--- config.mk ---
export PLATFORM = sky130hd
export DESIGN_NAME = carga_entradas_flat
export DESIGN_NICKNAME = d
export VERILOG_FILES = /design/src/rtl/carga_pkg.sv /design/src/rtl/carga_entradas_if.sv /design/src/rtl/antirrebote.sv /design/src/rtl/carga_entradas.sv /design/src/flat_wrapper.sv
export SDC_FILE = /design/constraint.sdc
export NUM_CORES = 1
export LEC_CHECK = 0
export ABC_AREA = 0
export ABC_CLOCK_PERIOD_IN_PS = 860
export CELL_PAD_IN_SITES_DETAIL_PLACEMENT = 1
export CELL_PAD_IN_SITES_GLOBAL_PLACEMENT = 1
export CORE_ASPECT_RATIO = 1.75
export CORE_UTILIZATION = 31
export CTS_CLUSTER_SIZE = 16
export DETAILED_ROUTE_END_ITERATION = 10
export PLACE_DENSITY_LB_ADDON = 0.08
export SYNTH_ARGS = -nofsm -noshare
export SYNTH_HDL_FRONTEND = slang
export SYNTH_SLANG_ARGS = --single-unit
--- constraint.sdc ---
create_clock -name clk -period 0.86 [get_ports clk]
set_input_delay 0.215 -clock clk [delete_from_list [all_inputs] [get_ports clk]]
set_output_delay 0.215 -clock clk [all_outputs]
set_load 0.01 [all_outputs]
--- src/rtl/carga_pkg.sv ---
// Shared constants for the operand/opcode loader: button indices and default debounce length.
// Latency: n/a (constants only).
// Backpressure: n/a.
package carga_pkg;

    localparam int NBTN             = 3;
    localparam int BTN_A            = 0;
    localparam int BTN_B            = 1;
    localparam int BTN_OP           = 2;

    // 10 ms at 100 MHz
    localparam int DEBOUNCE_CNT_DEF = 1000000;

endpackage

--- src/rtl/carga_entradas_if.sv ---
// Board-side bundle of the loader: raw buttons/switches in, latched ALU operands and flags out.
// Latency: n/a (wires only).
// Backpressure: none; outputs are plain registered levels and a one-cycle pulse.
interface carga_entradas_if #(
    parameter int NBITS  = 8,
    parameter int COD_OP = 6
);

    logic [2:0]        pulsador;
    logic [NBITS-1:0]  entrada;
    logic [NBITS-1:0]  operando_A;
    logic [NBITS-1:0]  operando_B;
    logic [COD_OP-1:0] cod_operacion;
    logic [2:0]        cargados;
    logic              listo;
    logic              actualizado;

    // Board / stimulus side
    modport master (
        output pulsador, entrada,
        input  operando_A, operando_B, cod_operacion, cargados, listo, actualizado
    );

    // Loader side
    modport slave (
        input  pulsador, entrada,
        output operando_A, operando_B, cod_operacion, cargados, listo, actualizado
    );

endinterface

--- src/rtl/antirrebote.sv ---
// One button channel: 2-flop synchronizer, debouncer (CARGA_DEBOUNCE_EN), rising-edge detector.
// Latency: press held from edge k gives a one-cycle pulso after edge k+DEBOUNCE_CNT+1 (k+1 without debouncer).
// Backpressure: none; one pulse per accepted press, releases never pulse.
module antirrebote
    import carga_pkg::*;
#(
    parameter int DEBOUNCE_CNT = DEBOUNCE_CNT_DEF
) (
    input  logic clk,
    input  logic reset,
    input  logic boton,
    output logic pulso
);

    logic [1:0] sync_q;
    logic       stable;
    logic       stable_prev_q;

    // Bring the asynchronous button into the clock domain
    always_ff @(posedge clk) begin
        if (reset) sync_q <= 2'b00;
        else       sync_q <= {sync_q[0], boton};
    end

`ifdef CARGA_DEBOUNCE_EN
    localparam int CW = $clog2(DEBOUNCE_CNT + 1);

    logic          stable_q;
    logic [CW-1:0] cnt_q;

    // Accept a new level only after it has differed from stable for DEBOUNCE_CNT consecutive cycles
    always_ff @(posedge clk) begin
        if (reset) begin
            stable_q <= 1'b0;
            cnt_q    <= '0;
        end else if (sync_q[1] == stable_q) begin
            cnt_q    <= '0;
        end else if (cnt_q == CW'(DEBOUNCE_CNT - 1)) begin
            stable_q <= sync_q[1];
            cnt_q    <= '0;
        end else begin
            cnt_q    <= cnt_q + CW'(1);
        end
    end

    assign stable = stable_q;
`else
    // Clean-stimulus build: the synchronized level is taken as already stable
    logic unused_cnt;
    assign unused_cnt = (DEBOUNCE_CNT > 0);
    assign stable     = sync_q[1];
`endif

    // Remember the previous stable level for edge detection
    always_ff @(posedge clk) begin
        if (reset) stable_prev_q <= 1'b0;
        else       stable_prev_q <= stable;
    end

    assign pulso = stable & ~stable_prev_q;

endmodule

--- src/rtl/carga_entradas.sv ---
// Operand/opcode loader for the ALU: each qualified button press latches the switch bus into A, B or opcode.
// Latency: register and cargados update at edge k+DEBOUNCE_CNT+2 after a press held from edge k; actualizado one cycle later.
// Backpressure: none; debouncer is included only when CARGA_DEBOUNCE_EN is defined.
module carga_entradas
    import carga_pkg::*;
#(
    parameter int NBITS        = 8,
    parameter int COD_OP       = 6,
    parameter int DEBOUNCE_CNT = DEBOUNCE_CNT_DEF
) (
    input  logic             clk,
    input  logic             reset,
    carga_entradas_if.slave  bus
);

    logic [NBTN-1:0]   carga;

    logic [NBITS-1:0]  operando_A_q, operando_A_d;
    logic [NBITS-1:0]  operando_B_q, operando_B_d;
    logic [COD_OP-1:0] cod_operacion_q, cod_operacion_d;
    logic [NBTN-1:0]   cargados_q, cargados_d;
    logic              actualizado_q, actualizado_d;

    for (genvar g = 0; g < NBTN; g++) begin : g_canal
        antirrebote #(
            .DEBOUNCE_CNT (DEBOUNCE_CNT)
        ) u_antirrebote (
            .clk   (clk),
            .reset (reset),
            .boton (bus.pulsador[g]),
            .pulso (carga[g])
        );
    end

    // Strobes are independent: every strobed register takes the same switch value
    always_comb begin
        operando_A_d    = operando_A_q;
        operando_B_d    = operando_B_q;
        cod_operacion_d = cod_operacion_q;
        if (carga[BTN_A])  operando_A_d    = bus.entrada;
        if (carga[BTN_B])  operando_B_d    = bus.entrada;
        if (carga[BTN_OP]) cod_operacion_d = bus.entrada[COD_OP-1:0];
        cargados_d      = cargados_q | carga;
        actualizado_d   = |carga;
    end

    // Load registers and flags; reset wins over a coincident strobe
    always_ff @(posedge clk) begin
        if (reset) begin
            operando_A_q    <= '0;
            operando_B_q    <= '0;
            cod_operacion_q <= '0;
            cargados_q      <= '0;
            actualizado_q   <= 1'b0;
        end else begin
            operando_A_q    <= operando_A_d;
            operando_B_q    <= operando_B_d;
            cod_operacion_q <= cod_operacion_d;
            cargados_q      <= cargados_d;
            actualizado_q   <= actualizado_d;
        end
    end

    assign bus.operando_A    = operando_A_q;
    assign bus.operando_B    = operando_B_q;
    assign bus.cod_operacion = cod_operacion_q;
    assign bus.cargados      = cargados_q;
    assign bus.listo         = &cargados_q;
    assign bus.actualizado   = actualizado_q;

endmodule

--- src/flat_wrapper.sv ---
// flat-port wrapper written by rule: the top's interface ports become plain ports
module carga_entradas_flat import carga_pkg::*;
#(
    parameter int NBITS        = 8,
    parameter int COD_OP       = 6,
    parameter int DEBOUNCE_CNT = DEBOUNCE_CNT_DEF
)
  (clk, reset, bus_pulsador, bus_entrada, bus_operando_A, bus_operando_B, bus_cod_operacion, bus_cargados, bus_listo, bus_actualizado);
  carga_entradas_if #(.NBITS(NBITS), .COD_OP(COD_OP)) bus_i ();
  input  logic clk;
  input  logic reset;
  input wire logic [$bits(bus_i.pulsador)-1:0] bus_pulsador;
  input wire logic [$bits(bus_i.entrada)-1:0] bus_entrada;
  output wire logic [$bits(bus_i.operando_A)-1:0] bus_operando_A;
  output wire logic [$bits(bus_i.operando_B)-1:0] bus_operando_B;
  output wire logic [$bits(bus_i.cod_operacion)-1:0] bus_cod_operacion;
  output wire logic [$bits(bus_i.cargados)-1:0] bus_cargados;
  output wire logic [$bits(bus_i.listo)-1:0] bus_listo;
  output wire logic [$bits(bus_i.actualizado)-1:0] bus_actualizado;
  assign bus_i.pulsador = bus_pulsador;
  assign bus_i.entrada = bus_entrada;
  assign bus_operando_A = bus_i.operando_A;
  assign bus_operando_B = bus_i.operando_B;
  assign bus_cod_operacion = bus_i.cod_operacion;
  assign bus_cargados = bus_i.cargados;
  assign bus_listo = bus_i.listo;
  assign bus_actualizado = bus_i.actualizado;
  carga_entradas #(.NBITS(NBITS), .COD_OP(COD_OP), .DEBOUNCE_CNT(DEBOUNCE_CNT)) u_core (.clk(clk), .reset(reset), .bus(bus_i));
endmodule
==> flow_summary_export.csv <==
group,metric,value,unit
timing,finalHoldViolCount,0,
global_route,grt_antenna_before_repair,0,
finish,syn_to_final_growth,100,%
place,gpl.final_weighted_congestion,0.760,
logic_synthesis,syn_area,0.00115,mm^2
setup_path,rr_endpoint,"u_core.bus.operando_B[0]",
hold_path,min_delay_path_depth,3,
finish,share_of_cells_above_drive_strength_1,76.0,%
setup_path,crit_chain,"and3_4, buf_6",
timing,max_clock_freq,0.882,GHz
finish,leading_cell_types_in_the_layout_fill_and_taps_excluded,"buf_6, dfxtp_2, a21oi_2",
clock_network,clock-root-buffer,"clkbuf_8",
flow_run,max_cap_viol_count,0,
power_and_ir_drop,power.density,1560,mW/mm^2
timing,finalSetupViolCount,52,
place,detailed_place.area,0.00169,mm^2
run_status,violated_checks,"setup timing",
logic_synthesis,yosysTopAreaCellShare,60.7,%
setup_path,crit_fanout,3,
clock_network,htree_num_levels,2,
finish,filler_cell_count,366,
logic_synthesis,yosysWarningCount,0,
setup_path,critical_path_data_required_time,0.64,ns
logic_synthesis,synth_cell_type_count,10,
routing,drt_drc_violations_left,0,
power_and_ir_drop,post-layout-total-power,3.61,mW
clock_network,cts_hold_buffers,0,
floorplanning,die_w,48.1,um
timing,timing.final.crit_period,1.13,ns
setup_path,setup.worst_path.end_class,"output pin",
finish,finalCoreUtilization,64.3,%
routing,antenna_violating_nets_post_route,0,
logic_synthesis,yosys_register_bits,35,
finish,diodes_inserted,0,
setup_path,worst-setup-path-type,"reg2out",
floorplanning,ioPinCount,40,
clock_network,clock_tree.buffer_depth,2,
setup_path,setup.worst_path.start_class,"register",
global_route,globalRouteOverflowTotal,0,
logic_synthesis,post-synth-top-area-cell,"dfxtp_1",
floorplanning,die-area,0.00398,mm^2
setup_path,critical_path.slowest_cell,"dfxtp_2",
timing,fin_worst_skew,0.00449,ns
logic_synthesis,synthesis.area_per_instance,8.68,um^2
routing,first_iter_violations,9,
logic_synthesis,synth_seq_area_share,60.7,%
clock_network,cts.reportedPaths.clkPinSlew,0.07,ns
routing,number_of_vias_per_cell,4.65,
timing,period_share,132,%
clock_network,insertion_delay,0.29,ns
global_route,grt_max_degree,36,
power_and_ir_drop,power_leakage,0.974,nW
routing,total_via_count_in_the_routed_design,1145,
setup_path,cp.arrival,0.92,ns
clock_network,number_of_buffers_inserted_during_clock_tree_synthesis,5,
global_route,grt_pass1_wl,5290,um
finish,layout.cells.most_common,"buf_6",
global_route,global_route.usage.total,20.1,%
floorplanning,num_rows,29,
setup_path,rrSetupSlack,-0.12,ns
global_route,via_count_of_the_first_global_routing_pass,1110,
routing,drtPass1Iterations,2,
place,post-place-ws,-0.363,ns
setup_path,path_depth_of_the_worst_reg2reg_path,4,
floorplanning,die_h,82.7,um
finish,fin_area,0.00231,mm^2
logic_synthesis,syn-instance-count,133,
timing,timing.final.ws_setup,-0.273,ns
timing,slew_viols_final,0,
routing,wire_per_inst,18.7,um
floorplanning,core,0.00359,mm^2
logic_synthesis,synthesis.nets,146,
clock_network,tritoncts,"done",
timing,whs,0.435,ns
timing,timing.slew.headroom,80.7,%
floorplanning,floorplan.initialDensity,32.1,%
run_status,status,"finished, violations left",
place,port_buffers,39,
hold_path,hp-class,"in2reg",
timing,slew_worst_pin,0.289,ns
timing,rsz0062_at_grt,"true",
hold_path,hold_start,"reset",
routing,drt-total-wl,4590,um
finish,design.final.nets,212,
logic_synthesis,synth_top_cells_by_area,"dfxtp_1, nand2_1, a21oi_1, nor2b_1, buf_2",
setup_path,worst_r2r_startpoint,"u_core.g_canal[1].u_antirrebote.sync_q[1]",
place,detailedPlacementHpwl,2420,um
clock_network,clock-sinks,35,
setup_path,critical-path-max-stage-delay,0.36,ns
power_and_ir_drop,ir_worst_vdd,1.43,mV
hold_path,worstHoldEndpoint,"u_core.bus.operando_A[1]",
## synth_stat cells
library cell and count:
a21oi_1 22, a31oi_1 1, and3_1 1, buf_2 7
buf_4 2, dfxtp_1 35, nand2_1 44, nand2b_1 3
nor2_1 6, nor2b_1 12
## per-layer routing
layer	up-vias	share of wire (%)	global-route usage (%)
met5	-	0	0
met4	0	3.0	11.1
met3	11	2.6	5.43
met2	29	59	37.6
met1	550	36	17.5
li1	555	-	-
## power by group
part           switching [mW]  internal, mW
combinational           0.254         0.295
sequential             0.0475          1.69
clock                   0.592         0.731
## per-stage QoR
stage,std cells,setup TNS (ns)
floorplan,133,0
global placement,226,-13.94
detailed placement,226,-14.87
CTS,238,-3.87
global route,246,-6.33
finish,246,-4.62
## how the worst max path moves through the flow
stage                           startpoint   endpoint  slack [ns]  cells after the start
finish              u_core.bus.cargados[0]  bus_listo       -0.27                      2
global route        u_core.bus.cargados[0]  bus_listo       -0.30                      2
CTS                 u_core.bus.cargados[2]  bus_listo       -0.27                      2
detailed placement  u_core.bus.cargados[0]  bus_listo       -0.36                      2
global placement    u_core.bus.cargados[0]  bus_listo       -0.34                      2
floorplan           u_core.bus.cargados[2]  bus_listo        0.07                      1
## cell type report
class / count / area (um^2) / area share [%]
clock buffer: 8 / 100 / 4.33
multi-input combinational: 89 / 682 / 29.5
sequential: 35 / 742 / 32.1
tap: 46 / 57.6 / 2.49
timing repair buffer: 68 / 728 / 31.5
## worst max-delay path: cells and delay by family (launching register included)
family	cells	cell delay, ns
and+or+nand+nor	1	0.18
DFF	1	0.36
buffers and inverters	1	0.09
## kinds of logic after synthesis
logic type	after synthesis	share of synthesized area, %
compound gates	23	10.1
flops	35	60.7
buf+inv	9	4.33
simple gates	66	24.9
## timing repair
item | in CTS | in global routing
pin swaps | 14 | 22
gates cloned | 0 | 1
resized for setup | 200 | 60
buffers inserted | 4 | 7
endpoints found under the setup margin | 53 | 60
## registers in the layout, summed over array words and instances, names as in the netlist
name / flops
u_core.g_canal.u_antirrebote.stable_prev_q: 3
u_core.g_canal.u_antirrebote.sync_q: 6
u_core.bus.operando_A: 8
u_core.bus.operando_B: 8
u_core.bus.cargados: 3
u_core.bus.actualizado: 1
u_core.bus.cod_operacion: 6
(Power assumes the default switching activity.)
